--- config.mk ---
export PLATFORM = sky130hd
export DESIGN_NAME = rx78_keyboard
export DESIGN_NICKNAME = d
export VERILOG_FILES = /design/src/rtl/rx78_keyboard.sv
export SDC_FILE = /design/constraint.sdc
export NUM_CORES = 1
export LEC_CHECK = 0
export ABC_CLOCK_PERIOD_IN_PS = 3100
export BUFFER_PORTS_ARGS = -buffer_cell sky130_fd_sc_hd__buf_2
export CORE_MARGIN = 2
export CORE_UTILIZATION = 54
export DETAILED_ROUTE_END_ITERATION = 6
export PLACE_DENSITY = 0.77
export RECOVER_POWER = 100
export SLEW_MARGIN = 20
export SYNTH_ARGS = -nofsm -noshare
export SYNTH_HDL_FRONTEND = slang
export SYNTH_SLANG_ARGS = --single-unit
--- constraint.sdc ---
create_clock -name clk -period 3.1 [get_ports clk]
set_input_delay 0.155 -clock clk [delete_from_list [all_inputs] [get_ports clk]]
set_output_delay 0.155 -clock clk [all_outputs]
set_load 0.02 [all_outputs]
--- src/rtl/rx78_keyboard.sv ---
// RX-78 keyboard I/O responder: PS/2 key events build a 9x8 key matrix that
// the CPU scans through a strobe port, plus a direct active-low joystick port.
module rx78_keyboard #(
  parameter logic [7:0] KB_PORT  = 8'hF4,
  parameter logic [7:0] JOY_PORT = 8'hF0
) (
  input  logic        clk,
  input  logic        reset,
  input  logic [7:0]  addr,
  input  logic        iorq_n,
  input  logic        wr_n,
  input  logic [7:0]  din,
  output logic [7:0]  dout,
  input  logic [10:0] ps2_key,
  input  logic [5:0]  joy1,
  input  logic [5:0]  joy2
);

  logic [7:0] matrix_q [0:6];
  logic [7:0] strobe_q;
  logic [7:0] dout_q, dout_d;
  logic       toggle_q;

  logic       key_event;
  logic       key_valid;
  logic [2:0] key_col;
  logic [2:0] key_row;
  logic [6:0] hit;
  logic [7:0] cols [0:8];
  logic [7:0] cols_or;

  assign key_event = ps2_key[10] != toggle_q;
  assign {key_valid, key_col, key_row} = hit;

  // {valid, col, row}; only the four arrow keys are recognised as extended codes
  always_comb begin
    hit = '0;
    if (ps2_key[8]) begin
      case (ps2_key[7:0])
        8'h75: hit = {1'b1, 3'd6, 3'd4};
        8'h72: hit = {1'b1, 3'd6, 3'd5};
        8'h6B: hit = {1'b1, 3'd6, 3'd6};
        8'h74: hit = {1'b1, 3'd6, 3'd7};
        default: hit = '0;
      endcase
    end else begin
      case (ps2_key[7:0])
        8'h45: hit = {1'b1, 3'd0, 3'd0};
        8'h16: hit = {1'b1, 3'd0, 3'd1};
        8'h1E: hit = {1'b1, 3'd0, 3'd2};
        8'h26: hit = {1'b1, 3'd0, 3'd3};
        8'h25: hit = {1'b1, 3'd0, 3'd4};
        8'h2E: hit = {1'b1, 3'd0, 3'd5};
        8'h36: hit = {1'b1, 3'd0, 3'd6};
        8'h3D: hit = {1'b1, 3'd0, 3'd7};
        8'h3E: hit = {1'b1, 3'd1, 3'd0};
        8'h46: hit = {1'b1, 3'd1, 3'd1};
        8'h52: hit = {1'b1, 3'd1, 3'd2};
        8'h4C: hit = {1'b1, 3'd1, 3'd3};
        8'h41: hit = {1'b1, 3'd1, 3'd4};
        8'h4E: hit = {1'b1, 3'd1, 3'd5};
        8'h49: hit = {1'b1, 3'd1, 3'd6};
        8'h4A: hit = {1'b1, 3'd1, 3'd7};
        8'h54: hit = {1'b1, 3'd2, 3'd0};
        8'h1C: hit = {1'b1, 3'd2, 3'd1};
        8'h32: hit = {1'b1, 3'd2, 3'd2};
        8'h21: hit = {1'b1, 3'd2, 3'd3};
        8'h23: hit = {1'b1, 3'd2, 3'd4};
        8'h24: hit = {1'b1, 3'd2, 3'd5};
        8'h2B: hit = {1'b1, 3'd2, 3'd6};
        8'h34: hit = {1'b1, 3'd2, 3'd7};
        8'h33: hit = {1'b1, 3'd3, 3'd0};
        8'h43: hit = {1'b1, 3'd3, 3'd1};
        8'h3B: hit = {1'b1, 3'd3, 3'd2};
        8'h42: hit = {1'b1, 3'd3, 3'd3};
        8'h4B: hit = {1'b1, 3'd3, 3'd4};
        8'h3A: hit = {1'b1, 3'd3, 3'd5};
        8'h31: hit = {1'b1, 3'd3, 3'd6};
        8'h44: hit = {1'b1, 3'd3, 3'd7};
        8'h4D: hit = {1'b1, 3'd4, 3'd0};
        8'h15: hit = {1'b1, 3'd4, 3'd1};
        8'h2D: hit = {1'b1, 3'd4, 3'd2};
        8'h1B: hit = {1'b1, 3'd4, 3'd3};
        8'h2C: hit = {1'b1, 3'd4, 3'd4};
        8'h3C: hit = {1'b1, 3'd4, 3'd5};
        8'h2A: hit = {1'b1, 3'd4, 3'd6};
        8'h1D: hit = {1'b1, 3'd4, 3'd7};
        8'h22: hit = {1'b1, 3'd5, 3'd0};
        8'h35: hit = {1'b1, 3'd5, 3'd1};
        8'h1A: hit = {1'b1, 3'd5, 3'd2};
        8'h5B: hit = {1'b1, 3'd5, 3'd3};
        8'h5D: hit = {1'b1, 3'd5, 3'd4};
        8'h55: hit = {1'b1, 3'd5, 3'd5};
        8'h0E: hit = {1'b1, 3'd5, 3'd6};
        8'h5A: hit = {1'b1, 3'd5, 3'd7};
        8'h29: hit = {1'b1, 3'd6, 3'd0};
        8'h12: hit = {1'b1, 3'd6, 3'd1};
        8'h59: hit = {1'b1, 3'd6, 3'd1};
        8'h14: hit = {1'b1, 3'd6, 3'd2};
        8'h76: hit = {1'b1, 3'd6, 3'd3};
        default: hit = '0;
      endcase
    end
  end

  // Joystick columns bypass the matrix registers and track the inputs live
  always_comb begin
    for (int unsigned i = 0; i < 7; i++) cols[i] = matrix_q[i];
    cols[7] = {2'b00, joy1};
    cols[8] = {2'b00, joy2};
    cols_or = '0;
    for (int unsigned i = 0; i < 9; i++) cols_or = cols_or | cols[i];
  end

  always_comb begin
    dout_d = '0;
    if (!iorq_n && wr_n) begin
      if (addr == KB_PORT) begin
        if (strobe_q == 8'h30)
          dout_d = cols_or;
        else if (strobe_q >= 8'd1 && strobe_q <= 8'd9)
          dout_d = cols[4'(strobe_q - 8'd1)];
      end else if (addr == JOY_PORT) begin
        dout_d = ~{joy2[3:0], joy1[3:0]};
      end
    end
  end

  always_ff @(posedge clk) begin
    toggle_q <= ps2_key[10];
    if (reset) begin
      for (int unsigned i = 0; i < 7; i++) matrix_q[i] <= '0;
      strobe_q <= '0;
      dout_q   <= '0;
    end else begin
      dout_q <= dout_d;
      if (!iorq_n && !wr_n && addr == KB_PORT) strobe_q <= din;
      if (key_event && key_valid) matrix_q[key_col][key_row] <= ps2_key[9];
    end
  end

  assign dout = dout_q;

endmodule

Word level (Yosys, flattened, before mapping):

Memories as Yosys holds them, arrays and structs flattened.
Index checks and enable logic that the tools add are counted.
W data, S select, Z words.

* RAM bits: 56
* output and inout port bits: 8
* bits in read-only memories: 896
* flip-flop bits (word level): 17
* bits of input ports: 43
* memories kept: 2
* latch bits: 0
* word-level logic and storage cells: 60

* reductions and logical operators: 10
* bitwise logic cells: 11
* div/mod/pow operators: 0
* multipliers: 0
* add/sub/neg operators: 1
* shift operators: 0
* magnitude comparators: 5
* muxes and demuxes: 20
* eq/ne operators: 8

Memory list
* (no name shown): words 128, width 7, rd ports 1, clocked after memory_dff 0, write ports 0, RTL line 47 `case (ps2_key[7:0])`
* matrix_q: words 7, width 8, rd ports 7, clocked after memory_dff 0, write ports 7, RTL line 19 `logic [7:0] matrix_q [0:6];`

Operator list (number)
* $mux W8: 9
* $or A8 B8 Y8: 6
* $bmux W8 S4: 1
* $eq A8 B7 Y1 const B: 4
* $pmux W7 S4: 1
* $eq A8 B8 Y1 const B: 2
* $or A8 B6 Y8: 2
* $mux W7: 2
* $eq A8 B6 Y1 const B: 1
* $ge A8 B1 Y1 const B: 1
* $le A8 B4 Y1 const B: 1
* $not A8 Y8: 1
* $reduce_or A8 Y1: 1
* $logic_and A1 B1 Y1: 6
* $ge A5 B5 Y1 const B: 1
* $mux W1: 5
* $not A4 Y5: 1
* $lt A3 B4 Y1 const B: 1
* $sub A4 B1 Y4 const B: 1
* $demux W1 S3: 1
* $ge A3 B1 Y1 const B: 1
* $mux W3: 1
* $logic_not A1 Y1: 2
* $reduce_or A2 Y1: 1
* 2 further kinds: 2

Logic depth before layout (Yosys ltp):

Gate-level depths: netlist (run 1).
An unclocked memory read counts as a cell.

* depth in word-level cells: 11
* depth in mapped cells: 13
* depth with buffers taken out: 10

Worst setup path before layout (run 1):

No wires, ideal clock.

* path kind: flip-flop to flip-flop
* from: register strobe_q[0]
* to: register dout_q[0] (netlist: dout[0])
* clock period less this slack: 3.241 ns
* path slack: -0.141 ns
* stages on the path, launching flop included: 13
* arrival: 3.117 ns
* setup time: 0.124 ns
* required time: 2.976 ns
* path through: dfxtp_1 -> clkbuf_1 -> clkbuf_1 -> inv_1 -> ha_1 -> clkbuf_1 -> clkbuf_1 -> mux4_2 -> mux2i_1 -> o21ai_0 -> a21oi_1 -> o22a_1 -> nor2_1

* word-level cells in the longest chain between the ends: 8
* elaborated cells on any way between the ends: 12

Ends and longest elaborated chain
* from (decl): RTL line 20 `logic [7:0] strobe_q;`
* from (signal assigned): RTL line 137 `if (!iorq_n && !wr_n && addr == KB_PORT) strobe_q <= din;`
* $sub A4 B1 Y4: RTL line 122 `dout_d = cols[4'(strobe_q - 8'd1)];`
* $not A4 Y5 (not written as such): RTL line 122
* $bmux W8 S4: RTL line 122
* $mux W8 (not written as such) (2 in a row): RTL line 122
* $mux W8: RTL line 121 `else if (strobe_q >= 8'd1 && strobe_q <= 8'd9)`
* $mux W8 (*): RTL line 119 `if (strobe_q == 8'h30)`
* $mux W8 (*): RTL line 118 `if (addr == KB_PORT) begin`
* to (signal assigned): RTL line 136 `dout_q <= dout_d;`
* to (decl): RTL line 21 `logic [7:0] dout_q, dout_d;`

Every way passes the cells marked *; elsewhere a longest branch is shown, timed or not. The select of a mux whose other input is x is not followed.
A chain may end at the register's enable or synchronous reset.

==> impl_metrics.prom, run 1 <==
# TYPE chip_impl_metric gauge
chip_impl_metric{name="seq_total_area_yosys",unit=""} 0.3690
chip_impl_metric{name="clk_pin_slew_worst_paths",unit="ps"} 80
chip_impl_metric{name="synth-compound-area-share",unit=""} 0.2016
chip_impl_metric{name="clock_power_share",unit=""} 0.393
chip_impl_metric{name="whs_path_depth",unit=""} 3
chip_impl_metric{name="clock.fmax",unit="MHz"} 356.6
chip_impl_metric{name="detailroute.via_count",unit=""} 4938
chip_impl_metric{name="vdd_drop_max",unit="mV"} 0.2556
chip_impl_metric{name="switchingPower",unit="W"} 0.0005916
chip_impl_metric{name="adder_cell_fraction_of_synth_area",unit=""} 0.02140
chip_impl_metric{name="relSlewSlack",unit=""} 0.3807
chip_impl_metric{name="first_global_vias",unit=""} 4823
chip_impl_metric{name="num-nets-final",unit=""} 701
chip_impl_metric{name="numPortBuffers",unit=""} 50
chip_impl_metric{name="post_drt_via_cell_ratio",unit=""} 6.274
chip_impl_metric{name="finalCriticalPeriod",unit="ps"} 2804
chip_impl_metric{name="drive_above_1_share",unit=""} 0.2034
chip_impl_metric{name="drt_pass1_iterations",unit=""} 5
chip_impl_metric{name="die_h",unit="µm"} 102.7
chip_impl_metric{name="core_region_area",unit="µm²"} 9594
chip_impl_metric{name="drt_drc_violations_left",unit=""} 0
chip_impl_info{name="worstSetupPathType",value="input pin to flop"} 1
chip_impl_metric{name="simple_gate_area_share_of_the_yosys_netlist",unit=""} 0.2349
chip_impl_metric{name="clock-sinks",unit=""} 73
chip_impl_info{name="unrepaired_setup_endpoints_after_global_routing",value="no"} 1
chip_impl_metric{name="yosys.area_share.xor_xnor",unit=""} 0.006657
chip_impl_info{name="crit_path_start_kind",value="input pin"} 1
chip_impl_metric{name="switching_share",unit=""} 0.2548
chip_impl_info{name="rr_endpoint",value="dout[4]"} 1
chip_impl_info{name="clockRootBuffer",value="clkbuf_8"} 1
chip_impl_metric{name="syn-cell-area",unit="µm²"} 5263
chip_impl_metric{name="timing.final.crit_share",unit=""} 0.9045
chip_impl_metric{name="cts_made_buffers",unit=""} 9
chip_impl_metric{name="totalWireLength",unit="µm"} 15490
chip_impl_metric{name="flow.area_growth_from_synthesis",unit="%"} 16.05
chip_impl_metric{name="number_of_distinct_library_cell_variants_in_the_gate_level_netlist_after_synthesis",unit=""} 71
chip_impl_metric{name="die_area",unit="µm²"} 10550
chip_impl_metric{name="grt_use_met2",unit=""} 0.5349
chip_impl_metric{name="gr-total-overflow",unit=""} 0
chip_impl_metric{name="worst-r2r-cell-count",unit=""} 7
chip_impl_metric{name="pin_count_of_the_biggest_net_entering_global_routing",unit=""} 66
chip_impl_metric{name="clock_path_buffers",unit=""} 2
chip_impl_metric{name="worst_pin_slew",unit="ps"} 925.8
chip_impl_info{name="synth_flop_cell",value="edfxtp_1"} 1
chip_impl_metric{name="grt_antenna_before_repair",unit=""} 0
chip_impl_metric{name="internal_power",unit="W"} 0.001731
chip_impl_info{name="most-common-layout-cells",value="nor2_1, edfxtp_1, a21o_1"} 1
chip_impl_info{name="cp-end-kind",value="flop"} 1
chip_impl_metric{name="wl_per_cell",unit="µm"} 19.68
chip_impl_metric{name="n_antenna_cell",unit=""} 0
chip_impl_metric{name="io_pins",unit=""} 51
chip_impl_metric{name="gp_routability_congestion",unit=""} 0.9500
chip_impl_info{name="whs_endpoint",value="strobe_q[3]"} 1
chip_impl_metric{name="post_detailed_placement_half_perimeter_wirelength",unit="µm"} 11450
chip_impl_metric{name="synth.ff_latch_count",unit=""} 73
chip_impl_metric{name="grt_util_all_layers",unit=""} 0.3045
chip_impl_metric{name="cts_max_level",unit=""} 3
chip_impl_metric{name="timing.final.setup_violations",unit=""} 0
chip_impl_metric{name="pwr_density_cell",unit="nW/µm²"} 380.2
chip_impl_metric{name="grt_first_pass_wirelength",unit="µm"} 24580
chip_impl_metric{name="r2r_slack",unit="ps"} 420
chip_impl_metric{name="power_leakage",unit="nW"} 2.600
chip_impl_metric{name="fillers",unit=""} 799
chip_impl_info{name="worstHoldStart",value="din[3]"} 1
chip_impl_info{name="globalRoute.busiestLayer",value="met2"} 1
chip_impl_info{name="rr_startpoint",value="strobe_q[0]"} 1
chip_impl_metric{name="finalHoldViolCount",unit=""} 0
chip_impl_metric{name="clock_skew",unit="ps"} 9.627
chip_impl_metric{name="synth-edff-count",unit=""} 48
chip_impl_info{name="most_common_cell_after_layout_fill_and_taps_aside",value="nor2_1"} 1
chip_impl_info{name="main_combinational_cell_family_by_area_after_synthesis",value="simple AND/OR/NAND/NOR gates"} 1
chip_impl_metric{name="postSynthAreaPerCell",unit="µm²"} 9.281
chip_impl_metric{name="overall_die_width",unit="µm"} 102.7
chip_impl_metric{name="share_seq_of_total_power",unit=""} 0.459
chip_impl_info{name="hold_path_class",value="input pin to flop"} 1
chip_impl_metric{name="detailedRoute.firstIterationViolations",unit=""} 437
chip_impl_metric{name="rows",unit=""} 36
chip_impl_metric{name="arrival",unit="ps"} 2920
chip_impl_info{name="run_status",value="complete, no violations"} 1
chip_impl_metric{name="totalNegativeSetupSlack",unit="ps"} 0
chip_impl_metric{name="maxCapViolCount",unit=""} 0
chip_impl_metric{name="syn-instance-count",unit=""} 567
chip_impl_metric{name="floorplan.initialDensity",unit=""} 0.5485
chip_impl_metric{name="clock_latency",unit="ps"} 360
chip_impl_metric{name="post_synth_arst_share",unit=""} 0
chip_impl_metric{name="maxSlewViolCount",unit=""} 0
chip_impl_metric{name="drt.antenna.violating_nets",unit=""} 0
chip_impl_metric{name="grt_util_met1",unit=""} 0.3503
chip_impl_metric{name="power_frac_comb",unit=""} 0.149
chip_impl_info{name="tritoncts",value="built"} 1
chip_impl_metric{name="synthesis.yosys.warnings",unit=""} 0
chip_impl_metric{name="synth.mux.area_fraction",unit=""} 0.1198
chip_impl_metric{name="grt.met3_usage",unit=""} 0.05966
chip_impl_metric{name="cp_data_required_time",unit="ps"} 3220
chip_impl_metric{name="postSynthNetCount",unit=""} 619
chip_impl_metric{name="final_util",unit=""} 0.6365
chip_impl_metric{name="cts.repair_timing.setup_buffer_count",unit=""} 0
chip_impl_metric{name="path_max_fanout",unit=""} 8
## kinds of logic after synthesis
| kind of cell | after synthesis |
|---|---|
| compound gates | 144 |
| mux | 45 |
| simple gates | 235 |
| xor+xnor | 4 |
| flops | 73 |
| fa+ha+maj | 9 |
| buf+inv | 57 |
## cell usage after synthesis (4+ instances only)
master    instances  area [µm²]
nand2b_1         17       106.4
and3_1            7       43.79
clkbuf_1         22       82.58
inv_1            16       60.06
a221oi_1          4       35.03
mux2i_1          27       270.3
a31oi_1          14       87.58
nor2b_1          16       100.1
o211ai_1          6       45.04
a21o_1           41       307.8
mux4_2           14       315.3
nor3b_1           4       30.03
and3b_1           4       35.03
nand2_1          32       120.1
o41ai_1           4       35.03
mux2_2            4       45.04
buf_2            13       65.06
nor3_1           14       70.07
ha_1              9       112.6
edfxtp_1         48        1441
o21ai_0          17       85.08
nor4_1           11       68.82
dfxtp_1          25       500.5
o22a_1            6       52.55
nand3_1          13       65.06
nor2_1           90       337.8
a21oi_1          17       85.08
## worst max-delay path by stage
stage                      startpoint              to  slack (ps)  cells past startpoint
after global routing       ps2_key[1]  matrix_q[4][4]          40                     11
final                      ps2_key[1]  matrix_q[1][6]         300                     13
after detailed placement   ps2_key[0]  matrix_q[5][3]          50                     12
after global placement     ps2_key[0]  matrix_q[5][3]          80                     12
after floorplan           strobe_q[0]         dout[0]          70                     12
after CTS                  ps2_key[0]  matrix_q[5][3]         420                     12
## cell type report
type                       instances  area, µm²  share of cell area
inverter                          17      63.81             0.01045
clock buffer                       9      123.9             0.02028
tap                              133      166.4             0.02725
multi-input combinational        437       3043              0.4983
timing repair buffer             111      650.6              0.1065
sequential                        73       1942              0.3180
clock inverter                     7      117.6             0.01926
## flip-flops by register name (all words and copies together) (netlist names)
name / cells
matrix_q: 56
dout: 8
toggle_q: 1
strobe_q: 8
## routing by layer
| layer | vias up | routed length (µm) |
|---|---|---|
| met5 | - | 0 |
| met4 | 0 | 709 |
| met3 | 62 | 1263 |
| met1 | 2336 | 5732 |
| li1 | 2276 | - |
| met2 | 264 | 7786 |
## metrics by stage
step / cells / hold WS [ps] / total power, W / setup slack [ps] / area (µm²)
floorplan: 567 / 182.7 / 0.001296 / 66.75 / 5264
global placement: 770 / 283.9 / 0.001422 / 80.32 / 5961
detailed placement: 770 / 285.2 / 0.001428 / 48.83 / 5961
CTS: 787 / 19.46 / 0.002328 / 417.0 / 6212
global route: 787 / 25.22 / 0.002396 / 41.59 / 6107
finish: 787 / 31.04 / 0.002322 / 295.9 / 6107
## critical path, cell delays in order
cell      delay, ps
clkbuf_1        160
inv_1           140
ha_1            280
and2_0          260
o21bai_1        190
a221o_1         410
a221oi_1        280
a21boi_4        340
nor3b_1          90
buf_4           170
nor2_1          130
clkbuf_1        240
nor2_1           80
## what timing repair did
item,4_1_cts,5_1_grt
endpoints found under the setup margin,0,0
endpoints found under the hold margin,1,0
hold buffers,1,0
gates resized for setup,0,0
## power by group through the flow
stage	logic, W	registers, W	clock network, W
global route	0.000371	0.00107	0.000958
finish	0.000345	0.00106	0.000912
floorplan	0.000215	0.00108	0
detailed placement	0.000342	0.00109	0
global placement	0.000336	0.00109	0
CTS	0.000345	0.00106	0.000918
Power figures use the tool's default switching activity.
==> run 2: changes to the inputs <==
--- a/config.mk
+++ b/config.mk
@@ -7,7 +7,7 @@
 export LEC_CHECK = 0
 export ABC_CLOCK_PERIOD_IN_PS = 3100
 export BUFFER_PORTS_ARGS = -buffer_cell sky130_fd_sc_hd__buf_2
-export CORE_MARGIN = 2
+export CORE_MARGIN = 10
 export CORE_UTILIZATION = 54
 export DETAILED_ROUTE_END_ITERATION = 6
 export PLACE_DENSITY = 0.77
==> run 2 against run 1 <==
  * Power down 6.9%
  * Cell area down 0.57%
  * Critical path depth down 4
  * Die area up 34%
  * Fmax down 3.1%
  * Clock skew up 0.67 ps
==> impl_metrics.prom, run 2 (same netlist as run 1, synthesis figures left out) <==
# TYPE chip_impl_metric gauge
chip_impl_info{name="worstSetupPathType",value="input pin to flop"} 1
chip_impl_metric{name="path_max_fanout",unit=""} 30
chip_impl_info{name="unrepaired_setup_endpoints_after_global_routing",value="no"} 1
chip_impl_metric{name="cp_data_required_time",unit="ps"} 3170
chip_impl_metric{name="detailedRoute.firstIterationViolations",unit=""} 410
chip_impl_metric{name="num-nets-final",unit=""} 704
chip_impl_metric{name="dp.cells",unit=""} 769
chip_impl_info{name="rr_endpoint",value="dout[7]"} 1
chip_impl_metric{name="switching_share",unit=""} 0.2738
chip_impl_metric{name="totalWireLength",unit="µm"} 15630
chip_impl_info{name="clockRootBuffer",value="clkbuf_8"} 1
chip_impl_metric{name="first_global_vias",unit=""} 4823
chip_impl_metric{name="clock_path_buffers",unit=""} 2
chip_impl_metric{name="r2r_slack",unit="ps"} 340
chip_impl_metric{name="detailroute.via_count",unit=""} 4894
chip_impl_metric{name="finalCriticalPeriod",unit="ps"} 2893
chip_impl_metric{name="finalPower",unit="W"} 0.002162
chip_impl_metric{name="grt_first_pass_wirelength",unit="µm"} 24760
chip_impl_metric{name="gr-total-overflow",unit=""} 0
chip_impl_metric{name="share_seq_of_total_power",unit=""} 0.492
chip_impl_metric{name="timing.final.setup_violations",unit=""} 0
chip_impl_metric{name="drt_drc_violations_left",unit=""} 0
chip_impl_metric{name="cts.repair_timing.setup_buffer_count",unit=""} 0
chip_impl_metric{name="pwr_density_cell",unit="nW/µm²"} 356.0
chip_impl_metric{name="timing.final.crit_share",unit=""} 0.9331
chip_impl_metric{name="fillers",unit=""} 806
chip_impl_metric{name="number_of_flip_flops_in_the_largest_register",unit=""} 56
chip_impl_metric{name="vdd_drop_max",unit="mV"} 0.1784
chip_impl_metric{name="flow.area_growth_from_synthesis",unit="%"} 15.38
chip_impl_metric{name="overall_die_width",unit="µm"} 118.7
chip_impl_info{name="rr_startpoint",value="strobe_q[0]"} 1
chip_impl_metric{name="clock-sinks",unit=""} 73
chip_impl_metric{name="power_frac_comb",unit=""} 0.161
chip_impl_metric{name="io_pins",unit=""} 51
chip_impl_info{name="whs_endpoint",value="strobe_q[3]"} 1
chip_impl_metric{name="clock.fmax",unit="MHz"} 345.7
chip_impl_metric{name="die_h",unit="µm"} 118.7
chip_impl_info{name="critPathSlowestCell",value="o31ai_1"} 1
chip_impl_metric{name="slowest_delay",unit="ps"} 460
chip_impl_metric{name="clock_skew",unit="ps"} 10.29
chip_impl_info{name="origin_of_the_worst_setup_path",value="ps2_key[2]"} 1
chip_impl_metric{name="worst-r2r-cell-count",unit=""} 11
chip_impl_metric{name="finalHoldViolCount",unit=""} 0
chip_impl_info{name="hold_path_class",value="input pin to flop"} 1
chip_impl_metric{name="power_leakage",unit="nW"} 2.592
chip_impl_metric{name="internal_power",unit="W"} 0.001570
chip_impl_metric{name="clock_latency",unit="ps"} 350
chip_impl_metric{name="post_detailed_placement_half_perimeter_wirelength",unit="µm"} 11770
chip_impl_metric{name="die_area",unit="µm²"} 14090
chip_impl_info{name="run_status",value="complete, no violations"} 1
chip_impl_metric{name="numPortBuffers",unit=""} 50
chip_impl_metric{name="worst_pin_slew",unit="ps"} 939.0
chip_impl_metric{name="whs_path_depth",unit=""} 3
chip_impl_info{name="top_register",value="matrix_q"} 1
chip_impl_metric{name="clk_pin_slew_worst_paths",unit="ps"} 80
chip_impl_metric{name="post_drt_via_cell_ratio",unit=""} 6.226
chip_impl_metric{name="relSlewSlack",unit=""} 0.3740
chip_impl_metric{name="clock_power_share",unit=""} 0.346
chip_impl_metric{name="grt_antenna_before_repair",unit=""} 0
chip_impl_info{name="worstHoldStart",value="din[3]"} 1
chip_impl_metric{name="drive_above_1_share",unit=""} 0.2131
chip_impl_info{name="crit_path_start_kind",value="input pin"} 1
chip_impl_metric{name="maxCapViolCount",unit=""} 0
chip_impl_metric{name="wl_per_cell",unit="µm"} 19.89
chip_impl_metric{name="n_antenna_cell",unit=""} 0
chip_impl_metric{name="final_util",unit=""} 0.6479
chip_impl_metric{name="core_region_area",unit="µm²"} 9371
chip_impl_info{name="cp-end-kind",value="flop"} 1
chip_impl_metric{name="detailed_place.area",unit="µm²"} 5966
chip_impl_metric{name="drt.antenna.violating_nets",unit=""} 0
chip_impl_info{name="tritoncts",value="built"} 1
chip_impl_metric{name="gp_routability_congestion",unit=""} 0.9752
chip_impl_metric{name="drt_pass1_iterations",unit=""} 6
chip_impl_metric{name="rows",unit=""} 35
chip_impl_metric{name="fin_cells",unit=""} 786
chip_impl_metric{name="layout.cell_area.non_filler",unit="µm²"} 6072
chip_impl_info{name="most-common-layout-cells",value="nor2_1, edfxtp_1, buf_4"} 1
chip_impl_metric{name="arrival",unit="ps"} 2960
chip_impl_metric{name="pin_count_of_the_biggest_net_entering_global_routing",unit=""} 66
chip_impl_metric{name="cts_made_buffers",unit=""} 9
chip_impl_metric{name="switchingPower",unit="W"} 0.0005919
chip_impl_metric{name="maxSlewViolCount",unit=""} 0
chip_impl_metric{name="cts_max_level",unit=""} 3
chip_impl_metric{name="grt_util_all_layers",unit=""} 0.2116
chip_impl_info{name="most_common_cell_after_layout_fill_and_taps_aside",value="nor2_1"} 1
chip_impl_info{name="worstPathCellList",value="clkbuf_2, nand2_1, o31ai_1, o221ai_1, nor4_4, a21boi_1, and3_1, clkbuf_1, a21o_1"} 1
chip_impl_metric{name="floorplan.initialDensity",unit=""} 0.5615
[run 2: cell count changes in the layout (fill, tap and decap cells not counted), moves of 2 or more]
cell and delta:
buf_4 +4, bufinv_16 -2, clkbuf_1 -3, clkbuf_2 +4
[run 2: critical path: cells and delay by family]
| kind | cells | cell delay [ps] |
|---|---|---|
| AOI/OAI and AO/OA | 4 | 1260 |
| buffers and inverters | 2 | 650 |
| and+or+nand+nor | 3 | 890 |
[run 2: stage by stage]
stage / TNS [ps] / hold WS (ps) / setup slack [ps]
6_report: 0 / 39.49 / 207.3
5_1_grt: 0 / 53.36 / 11.46
4_1_cts: 0 / 29.39 / 309.6
3_5_place_dp: -239.0 / 286.2 / -36.74
3_3_place_gp: -172.4 / 284.3 / -50.05
2_1_floorplan: 0 / 182.7 / 66.75
[run 2: worst max path at each step]
| stage | cells past startpoint | end | slack, ps |
|---|---|---|---|
| 2_1_floorplan | 12 | dout[0] | 70 |
| 3_3_place_gp | 11 | matrix_q[5][2] | -50 |
| 3_5_place_dp | 11 | matrix_q[5][2] | -40 |
| 4_1_cts | 12 | matrix_q[4][3] | 310 |
| 5_1_grt | 9 | matrix_q[3][6] | 10 |
| 6_report | 9 | matrix_q[4][5] | 210 |
[run 2: final cells by class]
cell class              count  area [µm²]  share of cell area
clock inverters             7       70.07             0.01154
flip-flops and latches     73        1942              0.3198
multi-input cells         437        3049              0.5022
well taps                 129       161.4             0.02658
clock buffers               9       123.9             0.02040
repair buffers            114       661.9              0.1090
inverters                  17       63.81             0.01051
[run 2: timing repair]
action	in CTS	in global routing
resized for setup	0	0
hold buffers	1	0
hold endpoints to repair	1	0
[run 2: routing by layer]
| layer | vias to the layer above | part of all wire | track usage |
|---|---|---|---|
| li1 | 2290 | - | - |
| met1 | 2310 | 0.39 | 0.2434 |
| met2 | 247 | 0.49 | 0.3686 |
| met3 | 47 | 0.071 | 0.03427 |
| met4 | 0 | 0.042 | 0.1115 |
| met5 | - | 0 | 0 |
[run 2: power by group through the flow]
stage | logic, W | registers (W) | clock network (W)
final | 0.000349 | 0.00106 | 0.000748
after global routing | 0.000375 | 0.00107 | 0.000796
after CTS | 0.000350 | 0.00106 | 0.000752
after detailed placement | 0.000346 | 0.00109 | 0
after global placement | 0.000345 | 0.00109 | 0
after floorplan | 0.000215 | 0.00108 | 0
==> run 3: changes to the inputs <==
--- a/config.mk
+++ b/config.mk
@@ -7,7 +7,7 @@
 export LEC_CHECK = 0
 export ABC_CLOCK_PERIOD_IN_PS = 3100
 export BUFFER_PORTS_ARGS = -buffer_cell sky130_fd_sc_hd__buf_2
-export CORE_MARGIN = 10
+export CORE_MARGIN = 4
 export CORE_UTILIZATION = 54
 export DETAILED_ROUTE_END_ITERATION = 6
 export PLACE_DENSITY = 0.77
==> run 3 against run 2 <==
  * Count of clock-buffer cells in the layout grew 1
  * Hold slack lost 8.0 ps
  * Setup slack lost 29 ps
  * Die area shrank 19%
  * Power grew 11%
  * Cell count shrank 1.0%
  * Flip-flop and latch count is the same
  * Combinational power shrank 1%
  * Global-route usage grew 5.7 points
  * Register-to-register slack gained 220 ps
  * First-iteration DRC count grew 4.9%
  * Via count grew 0.80%
  * Critical endpoint is now matrix_q[2][5]
==> impl_metrics.prom, run 3 (same netlist as run 1, synthesis figures left out) <==
# TYPE chip_impl_metric gauge
chip_impl_info{name="run_status",value="complete, no violations"} 1
chip_impl_metric{name="finalPower",unit="W"} 0.002406
chip_impl_metric{name="number_of_flip_flops_in_the_largest_register",unit=""} 56
chip_impl_metric{name="relSlewSlack",unit=""} 0.4196
chip_impl_metric{name="post_drt_via_cell_ratio",unit=""} 6.341
chip_impl_metric{name="final_util",unit=""} 0.6515
chip_impl_metric{name="flow.area_growth_from_synthesis",unit="%"} 16.02
chip_impl_metric{name="first_global_vias",unit=""} 4824
chip_impl_metric{name="clock_skew",unit="ps"} 13.81
chip_impl_info{name="maxUsedRoutingLayer",value="met4"} 1
chip_impl_metric{name="maxSlewViolCount",unit=""} 0
chip_impl_info{name="worstSetupPathType",value="input pin to flop"} 1
chip_impl_metric{name="cts_max_level",unit=""} 3
chip_impl_metric{name="finalCriticalPeriod",unit="ps"} 2922
chip_impl_metric{name="power_leakage",unit="nW"} 2.598
chip_impl_metric{name="clock_path_buffers",unit=""} 2
chip_impl_metric{name="num-nets-final",unit=""} 696
chip_impl_metric{name="detailedRoute.firstIterationViolations",unit=""} 430
chip_impl_metric{name="drt_drc_violations_left",unit=""} 0
chip_impl_metric{name="numPortBuffers",unit=""} 50
chip_impl_metric{name="timing.final.crit_share",unit=""} 0.9425
chip_impl_metric{name="floorplan.initialDensity",unit=""} 0.5615
chip_impl_metric{name="post_detailed_placement_half_perimeter_wirelength",unit="µm"} 11120
chip_impl_info{name="most_common_cell_after_layout_fill_and_taps_aside",value="nor2_1"} 1
chip_impl_info{name="tritoncts",value="built"} 1
chip_impl_metric{name="drive_above_1_share",unit=""} 0.2049
chip_impl_metric{name="clock-sinks",unit=""} 73
chip_impl_metric{name="grt_util_all_layers",unit=""} 0.2687
chip_impl_metric{name="clock.fmax",unit="MHz"} 342.2
chip_impl_metric{name="wl_per_cell",unit="µm"} 19.37
chip_impl_metric{name="drt.antenna.violating_nets",unit=""} 0
chip_impl_info{name="unrepaired_setup_endpoints_after_global_routing",value="no"} 1
chip_impl_metric{name="rows",unit=""} 35
chip_impl_metric{name="cts_made_buffers",unit=""} 9
chip_impl_metric{name="path_max_fanout",unit=""} 8
chip_impl_metric{name="arrival",unit="ps"} 3000
chip_impl_metric{name="clk_pin_slew_worst_paths",unit="ps"} 80
chip_impl_metric{name="grt_first_pass_wirelength",unit="µm"} 24190
chip_impl_metric{name="timing.final.setup_violations",unit=""} 0
chip_impl_metric{name="wl_met3",unit="µm"} 1383
chip_impl_metric{name="totalWireLength",unit="µm"} 15070
chip_impl_metric{name="gp_routability_congestion",unit=""} 1.078
chip_impl_metric{name="n_antenna_cell",unit=""} 0
chip_impl_info{name="clockRootBuffer",value="clkbuf_8"} 1
chip_impl_info{name="hold_path_class",value="input pin to flop"} 1
chip_impl_metric{name="drt_pass1_iterations",unit=""} 5
chip_impl_metric{name="pin_count_of_the_biggest_net_entering_global_routing",unit=""} 66
chip_impl_metric{name="grt_antenna_before_repair",unit=""} 0
chip_impl_info{name="cp-end-kind",value="flop"} 1
chip_impl_metric{name="maxCapViolCount",unit=""} 0
chip_impl_info{name="crit_path_start_kind",value="input pin"} 1
chip_impl_metric{name="worst_pin_slew",unit="ps"} 867.7
chip_impl_metric{name="detail_route.wirelength.met1",unit="µm"} 5792
chip_impl_metric{name="detailroute.via_count",unit=""} 4933
chip_impl_metric{name="gr-total-overflow",unit=""} 0
chip_impl_metric{name="cts.repair_timing.setup_buffer_count",unit=""} 0
chip_impl_metric{name="overall_die_width",unit="µm"} 106.7
chip_impl_metric{name="detailed_place.area",unit="µm²"} 5906
chip_impl_metric{name="pwr_density_cell",unit="nW/µm²"} 394.0
chip_impl_metric{name="die_area",unit="µm²"} 11390
chip_impl_metric{name="io_pins",unit=""} 51
chip_impl_metric{name="clock_latency",unit="ps"} 350
chip_impl_metric{name="dr_wl_met2",unit="µm"} 7301
chip_impl_metric{name="cp_data_required_time",unit="ps"} 3180
chip_impl_metric{name="die_h",unit="µm"} 106.7
chip_impl_metric{name="core_region_area",unit="µm²"} 9371
chip_impl_metric{name="finalHoldViolCount",unit=""} 0
chip_impl_metric{name="layout.cell_area.non_filler",unit="µm²"} 6106
chip_impl_info{name="top_register",value="matrix_q"} 1
chip_impl_metric{name="totalNegativeSetupSlack",unit="ps"} 0
chip_impl_info{name="most-common-layout-cells",value="nor2_1, edfxtp_1, a21o_1"} 1
chip_impl_metric{name="vdd_drop_max",unit="mV"} 0.2019
run 3: cell types whose count changed in the layout (fill, tap and decap cells not counted), sizes merged:
cell,previous run,this run
buf,84,80
bufinv,1,4
clkbuf,38,35
clkinv,4,1
clkinvlp,1,0
run 3: worst max-delay path, cell delays in order:
cell and delay (ps):
buf_2 160, inv_1 150, ha_1 290, o311a_1 360
o311ai_0 630, a2111oi_2 200, buf_4 200, and3b_1 220
clkbuf_1 440, a21o_1 210
run 3: area by class of cell:
type / count / area [µm²]
clock buffers: 10 / 127.6
fillers: 759 / 3266
multi-input cells: 437 / 3054
repair buffers: 106 / 619.3
clock inverters: 6 / 137.6
well taps: 129 / 161.4
inverters: 17 / 63.81
flip-flops and latches: 73 / 1942
run 3: layer usage:
metal	GRT usage	vias up
li1	-	2267
met1	0.3226	2335
met2	0.4730	271
met3	0.04636	60
met4	0.1151	0
met5	0	-
run 3: timing repair:
item / CTS / global route
endpoints found under the hold margin: 1 / 0
resized for setup: 0 / 0
hold buffers: 1 / 0
run 3: power breakdown:
| group | switching [W] | leakage, nW | internal [W] |
|---|---|---|---|
| sequential | 0.0000125 | 0.716 | 0.00105 |
| combinational | 0.000201 | 1.75 | 0.000143 |
| clock | 0.000376 | 0.131 | 0.000621 |
| total | 0.000589 | 2.60 | 0.00182 |
run 3: path summary, 6_finish.rpt:
check / startpoint / to / slack [ps] / cells past startpoint
min reg2reg: matrix_q[6][6] / matrix_q[6][6] / 500 / 2
max reg2reg: toggle_q / matrix_q[0][5] / 560 / 9
min: din[2] / strobe_q[2] / 30 / 3
max: ps2_key[1] / matrix_q[2][5] / 180 / 10
run 3: per-stage QoR:
step / setup slack [ps] / hold WS (ps) / cells
4_1_cts: 400.6 / 27.27 / 778
2_1_floorplan: 66.75 / 182.7 / 567
3_5_place_dp: 46.90 / 287.4 / 761
5_1_grt: 82.35 / 38.05 / 778
6_report: 178.1 / 31.54 / 778
3_3_place_gp: 143.6 / 285.1 / 761
